$ cat config.mk
export PLATFORM = sky130hd
export DESIGN_NAME = regfile_dump
export DESIGN_NICKNAME = d
export VERILOG_FILES = /design/src/rtl/regfile_dump_pkg.sv /design/src/rtl/regfile_dump.sv
export SDC_FILE = /design/constraint.sdc
export NUM_CORES = 1
export LEC_CHECK = 0
export CAP_MARGIN = 15
export CORE_MARGIN = 4
export CORE_UTILIZATION = 50
export DETAILED_ROUTE_END_ITERATION = 12
export MAX_ROUTING_LAYER = met4
export PLACE_DENSITY = 0.85
export SETUP_SLACK_MARGIN = 0.1
export SYNTH_ARGS = -nofsm -noshare
export SYNTH_HDL_FRONTEND = slang
export SYNTH_SLANG_ARGS = --single-unit
$ cat constraint.sdc
create_clock -name Clock -period 6.09 [get_ports Clock]
set_input_delay 1.218 -clock Clock [delete_from_list [all_inputs] [get_ports Clock]]
set_output_delay 1.218 -clock Clock [all_outputs]
set_load 0.01 [all_outputs]
$ cat src/rtl/regfile_dump_pkg.sv
// Shared definitions for the register-file dump engine and the register file it reads.
package regfile_dump_pkg;

   localparam int unsigned RF_DATA_WIDTH = 32;
   localparam int unsigned RF_ADDR_WIDTH = 5;

   typedef enum logic [1:0] {
      IDLE,
      READ,
      HOLD,
      DONE
   } state_t;

endpackage

$ cat src/rtl/regfile_dump.sv
// Sequential read-side initiator: walks the register file read port and streams
// each word out over valid/ready while accumulating an XOR checksum.
module regfile_dump
   import regfile_dump_pkg::*;
#(
   parameter int unsigned DATA_WIDTH = RF_DATA_WIDTH,
   parameter int unsigned ADDR_WIDTH = RF_ADDR_WIDTH,
   parameter int unsigned FIRST_REG  = 0,
   parameter int unsigned LAST_REG   = 31
) (
   input  logic                  Clock,
   input  logic                  Reset,
   input  logic                  Start,
   input  logic                  Abort,
   output logic                  Busy,
   output logic                  Done,
   output logic [ADDR_WIDTH-1:0] DumpAddr,
   input  logic [DATA_WIDTH-1:0] DumpData,
   output logic                  OutValid,
   input  logic                  OutReady,
   output logic [ADDR_WIDTH-1:0] OutAddr,
   output logic [DATA_WIDTH-1:0] OutData,
   output logic [DATA_WIDTH-1:0] Checksum,
   output logic                  ChecksumValid
);

   if ((FIRST_REG > LAST_REG) || (LAST_REG > (2**ADDR_WIDTH) - 1)) begin : g_bad_range
      $error("regfile_dump: require FIRST_REG <= LAST_REG <= 2**ADDR_WIDTH-1");
   end

   localparam logic [ADDR_WIDTH-1:0] FIRST_A = ADDR_WIDTH'(FIRST_REG);
   localparam logic [ADDR_WIDTH-1:0] LAST_A  = ADDR_WIDTH'(LAST_REG);

   state_t                  state_q, state_d;
   logic [ADDR_WIDTH-1:0]   addr_q, addr_d;
   logic                    out_valid_q, out_valid_d;
   logic [ADDR_WIDTH-1:0]   out_addr_q, out_addr_d;
   logic [DATA_WIDTH-1:0]   out_data_q, out_data_d;
   logic [DATA_WIDTH-1:0]   cksum_q, cksum_d;
   logic                    cksum_valid_q, cksum_valid_d;

   always_ff @(posedge Clock or posedge Reset) begin
      if (Reset) begin
         state_q       <= IDLE;
         addr_q        <= '0;
         out_valid_q   <= 1'b0;
         out_addr_q    <= '0;
         out_data_q    <= '0;
         cksum_q       <= '0;
         cksum_valid_q <= 1'b0;
      end else begin
         state_q       <= state_d;
         addr_q        <= addr_d;
         out_valid_q   <= out_valid_d;
         out_addr_q    <= out_addr_d;
         out_data_q    <= out_data_d;
         cksum_q       <= cksum_d;
         cksum_valid_q <= cksum_valid_d;
      end
   end

   always_comb begin
      state_d       = state_q;
      addr_d        = addr_q;
      out_valid_d   = out_valid_q;
      out_addr_d    = out_addr_q;
      out_data_d    = out_data_q;
      cksum_d       = cksum_q;
      cksum_valid_d = cksum_valid_q;

      unique case (state_q)
         IDLE: begin
            // Start outranks Abort here; Abort alone is a no-op in IDLE
            if (Start) begin
               addr_d        = FIRST_A;
               cksum_d       = '0;
               cksum_valid_d = 1'b0;
               state_d       = READ;
            end
         end
         READ: begin
            if (Abort) begin
               out_valid_d   = 1'b0;
               cksum_valid_d = 1'b0;
               state_d       = IDLE;
            end else begin
               out_data_d  = DumpData;
               out_addr_d  = addr_q;
               out_valid_d = 1'b1;
               cksum_d     = cksum_q ^ DumpData;
               state_d     = HOLD;
            end
         end
         HOLD: begin
            // Abort beats OutReady: the word in flight is dropped, not accepted
            if (Abort) begin
               out_valid_d   = 1'b0;
               cksum_valid_d = 1'b0;
               state_d       = IDLE;
            end else if (OutReady) begin
               out_valid_d = 1'b0;
               if (out_addr_q == LAST_A) begin
                  state_d = DONE;
               end else begin
                  addr_d  = addr_q + ADDR_WIDTH'(1);
                  state_d = READ;
               end
            end
         end
         DONE: begin
            if (Abort) begin
               out_valid_d   = 1'b0;
               cksum_valid_d = 1'b0;
            end else begin
               cksum_valid_d = 1'b1;
            end
            state_d = IDLE;
         end
         default: state_d = IDLE;
      endcase
   end

   assign Busy          = (state_q == READ) || (state_q == HOLD);
   assign Done          = (state_q == DONE) && !Abort;
   assign DumpAddr      = addr_q;
   assign OutValid      = out_valid_q;
   assign OutAddr       = out_addr_q;
   assign OutData       = out_data_q;
   assign Checksum      = cksum_q;
   assign ChecksumValid = cksum_valid_q;

endmodule
# Word-level counts from Yosys, hierarchy flattened
# Cells that the tools add are included.
totals:
  regBits: 78
  in_bits: 37
  output_inout_bits: 78
  word_cells: 57
classes:
  addsub: 1
  n_eq_ne: 12
  muxes: 21
  n_bitwise: 2
  n_reduce_logical: 14
ops:
  columns: ["operator", "n"]
  rows:
  - ["2-to-1 mux 32 bit", 2]
  - ["one-hot mux 32 bit (2 select lines)", 1]
  - ["bitwise XOR 32 bit", 1]
  - ["2-to-1 mux 5 bit", 4]
  - ["!= test 2 bit (second input constant)", 6]
  - ["2-to-1 mux 2 bit", 5]
  - ["one-hot mux 5 bit (2 select lines)", 1]
  - ["one-hot mux 2 bit (4 select lines)", 1]
  - ["one-hot mux 1 bit (3 select lines)", 2]
  - ["AND reduction 2 bit", 3]
  - ["AND reduction 3 bit", 2]
  - ["adder 5 x 1 -> 5 bit (second input constant)", 1]
  - ["equality test 5 bit (second input constant)", 1]
  - ["2-to-1 mux 1 bit", 5]
  - ["AND reduction 5 bit", 1]
  - ["equality test 2 bit (second input constant)", 2]
  - ["nonzero test 2 bit", 2]
  - ["!= test 3 bit (second input constant)", 1]
  - ["nonzero test 3 bit", 1]
  - ["equality test 2 x 1 -> 1 bit (second input constant)", 1]
  - ["zero test 2 bit", 1]
  - ["!= test 2 x 1 -> 1 bit (second input constant)", 1]
  - ["OR reduction 2 bit", 1]
  - ["logical AND 1 bit", 1]
  - ["other kinds (3)", 3]

# Depth between registers and ports, before layout
depth:
  ltp_word: 5
  depth_mapped: 8
  depth_no_buf: 6

# Least setup slack after synthesis
# No wires, ideal clock.
synth_path:
  kind: "input port to output port"
  from: "input port Abort"
  to: "output port Done"
  t_arrival_ns: 1.396
  required_ns: 4.872
  setup_slack_ns: 3.476
  stages: 1
  n_path_buf: 0
  cell_sequence: "nor2b_1"
synth_via:
  elab_chain_len: 2
synth_rtl:
  columns: ["item", "line_no", "source"]
  rows:
  - ["from (decl)", "regfile_dump.sv:14", "input logic Abort,"]
  - ["zero test 1 bit", "regfile_dump.sv:124", "assign Done = (state_q == DONE) && !Abort;"]
  - ["logical AND 1 bit", "regfile_dump.sv:124", null]
  - ["to (decl)", "regfile_dump.sv:16", "output logic Done,"]
# Every way passes these cells.

# Worst setup path in the final report
# Ends and elaborated chain as after synthesis.

==> impl_metrics.csv <==
group,metric,value,unit
floorplan,die_w,94.0,um
timing,fin_crit,3690,ps
timing,skew,7.02,ps
layout,multi_input_area,1580,um2
timing,relSlewSlack,22.3,%
synthesis,synthArstFlopShare,100,%
layout,final_common_cell,"clkdlybuf4s50_1",
timing,worstMarginPinSlew,1160,ps
synthesis,synth_adder_area_share,2.03,%
worst_hold_path,hold_path_depth,1,
worst_setup_path,cp_max_fo,6,
power_and_ir_drop,powerDensity,519,nW/um2
worst_setup_path,cp_data_arrival_time,2470,ps
placement,portBuffers,114,
floorplan,ios,115,
synthesis,yosys_warnings,0,
global_route,grt_pass1_vias,2806,
worst_hold_path,hold_path_end,"OutData[23]$_DFFE_PP0P_",
worst_setup_path,setup.worst_path.start_class,"primary input",
clocking,cts_tree,"yes",
route,vias,2537,
timing,max_freq,0.271,GHz
synthesis,synthXorXnorAreaFrac,8.06,%
worst_setup_path,r2r-end,"Checksum[24]$_DFFE_PP0P_",
route,firstDrtPassIters,4,
synthesis,syn-num-nets,326,
clocking,path_clk_slew,70,ps
worst_hold_path,min_path_type,"flip-flop to flip-flop",
worst_setup_path,required,4870,ps
clocking,ctsResizeCount,0,
global_route,grt.total_usage,20.8,%
placement,place.gp.congestion,0.783,
clocking,htreeDepth,3,
job,max_cap_viol_count,0,
floorplan,dieArea,8830,um2
synthesis,yosys-mux-area-fraction,11.2,%
timing,fin_tns_setup,0,ps
synthesis,yosys_most_used_dff,"dfrtp_1",
floorplan,rows,31,
route,via_per_inst,5.13,
clocking,clock_sinks,78,
timing,grt_setup_unrepaired,"no",
worst_setup_path,timing.rr.start,"state_q[1]$_DFFE_PP0P_",
layout,final_cell_area,5060,um2
layout,regArea,1950,um2
route,drtIter0Drc,86,
clocking,numCtsBuffers,9,
worst_setup_path,r2r_slack,3490,ps
synthesis,ys_seq_area_share,52.8,%
placement,placed_area,4850,um2
global_route,grt_max_degree,79,
route,route.detailed.drc,0,
clocking,clock_latency,340,ps
synthesis,avgSynthCellArea,13.1,um2
global_route,grt_first_pass_wirelength,14.0,mm
timing,maxSlewViolCount,0,
worst_setup_path,end_kind,"output pin",
synthesis,synth_compound_area_share,14.5,%
synthesis,synth_edf_count,0,
power_and_ir_drop,leakagePower,2.11,nW
timing,fin_crit_sh,60.6,%
clocking,cts_setup_buffers,0,
floorplan,core,7210,um2
layout,nets,436,
clocking,cts-hold-fix-buffers,0,
route,wirelength,8.31,mm
route,ant_nets,0,
global_route,grt_overflow,0,
layout,n_antenna_cell,0,
synthesis,yosys.area_share.simple,6.50,%
synthesis,synthDistinctLibCells,33,
synthesis,ys_ff_latch,78,
clocking,root_buffer,"clkbuf_8",
outcome,status,"complete, no violations",
layout,mostFrequentLayoutCells,"clkdlybuf4s50_1, dfrtp_1, mux2_2",
floorplan,die_h,94.0,um
clocking,cts_buffer_depth,2,
layout,fillers,543,
worst_setup_path,rr_worst_depth,7,
timing,setup_viol,0,
layout,area_growth,36.9,%
timing,finalHoldViolCount,0,
synthesis,synthCells,283,
route,wire_per_inst,16.8,um
placement,hpwl,5.65,mm
worst_hold_path,min_from,"OutData[23]$_DFFE_PP0P_",
power_and_ir_drop,ir_worst_vdd,0.312,mV
synthesis,synthesis.area,3700,um2
worst_setup_path,critPathKind,"primary input to output pin",
synthesis,synth_top_family_by_area,"compound AO/OA/AOI/OAI gates",
layout,drive_gt1_share,23.7,%
global_route,antenna_found_initial,0,
floorplan,start_util,51.2,%
## sequential cells by signal, indices dropped and copies added, names as in the netlist
register       count
Checksum          32
OutData           32
DumpAddr           5
OutAddr            5
state_q            2
ChecksumValid      1
OutValid           1
## through the flow
| step | power [mW] | utilization, % | cells | worst slack [ps] | hold WS, ps |
|---|---|---|---|---|---|
| global placement | 2.18 | 67.2 | 481 | 2430 | 489 |
| finish | 2.62 | 70.2 | 495 | 2400 | 509 |
| global route | 2.80 | 70.2 | 495 | 2310 | 527 |
| detailed placement | 2.23 | 67.2 | 481 | 2410 | 496 |
| CTS | 2.66 | 70.2 | 495 | 2400 | 513 |
| floorplan | 1.65 | - | 283 | 2880 | 537 |
## layout make-up
type	instances	share of cell area (%)
clock buffers	10	2.72
clock inverters	4	1.43
inverters	6	0.470
multi-input cells	180	31.2
flip-flops and latches	78	38.6
well taps	99	2.45
repair buffers	118	23.1
## cells in the mapped netlist (2+ instances only)
library cell  number  area [um2]
dfrtp_1           78        1950
mux2_2            36         405
nor2_1            35         131
xor2_1            34         298
o211ai_2          31         388
buf_6              8        90.1
buf_4              7        52.6
ha_1               6        75.1
inv_1              6        22.5
nand2_1            4        15.0
clkbuf_1           3        11.3
nand3_1            3        15.0
nor2b_1            3        18.8
o211ai_1           3        22.5
a21o_1             2        15.0
a21oi_1            2        10.0
nand2b_1           2        12.5
nor3_1             2        10.0
o21ai_0            2        10.0
o22ai_1            2        12.5
o2bb2ai_1          2        17.5
## kinds of logic after synthesis
| kind of cell | count (synthesis) |
|---|---|
| adder cells (fa/ha/maj) | 6 |
| buffers and inverters | 25 |
| flip-flops | 78 |
| AO/OA/AOI/OAI | 49 |
| XOR/XNOR | 34 |
| multiplexers | 37 |
| AND/OR/NAND/NOR | 54 |
## metal layers
metal / GRT usage (%) / routed length, um / vias up
met5: - / 0 / -
met1: 27.6 / 3790 / 1249
met3: 4.01 / 455 / 7
met4: 6.50 / 63 / 0
li1: - / - / 1197
met2: 32.4 / 3990 / 84
## critical path: stages
cell,delay [ps]
clkdlybuf4s50_1,530
nor2b_1,180
clkdlybuf4s50_1,550
## worst max-delay path by stage
stage	from	to	depth (start not counted)
after floorplan	Reset	ChecksumValid$_DFFE_PP0P_	1
after global placement	Abort	Done	3
after detailed placement	Abort	Done	3
after CTS	Abort	Done	3
after global routing	Abort	Done	3
final	Abort	Done	3
## power breakdown
part | switching, mW | total (mW) | internal [mW] | leakage [nW]
Clock | 0.180 | 0.417 | 0.237 | 0.104
Sequential | 0.147 | 0.896 | 0.749 | 0.965
Combinational | 0.604 | 1.31 | 0.707 | 1.04
Total | 0.932 | 2.62 | 1.69 | 2.11
Note: power is estimated with default switching activity, not from simulation.
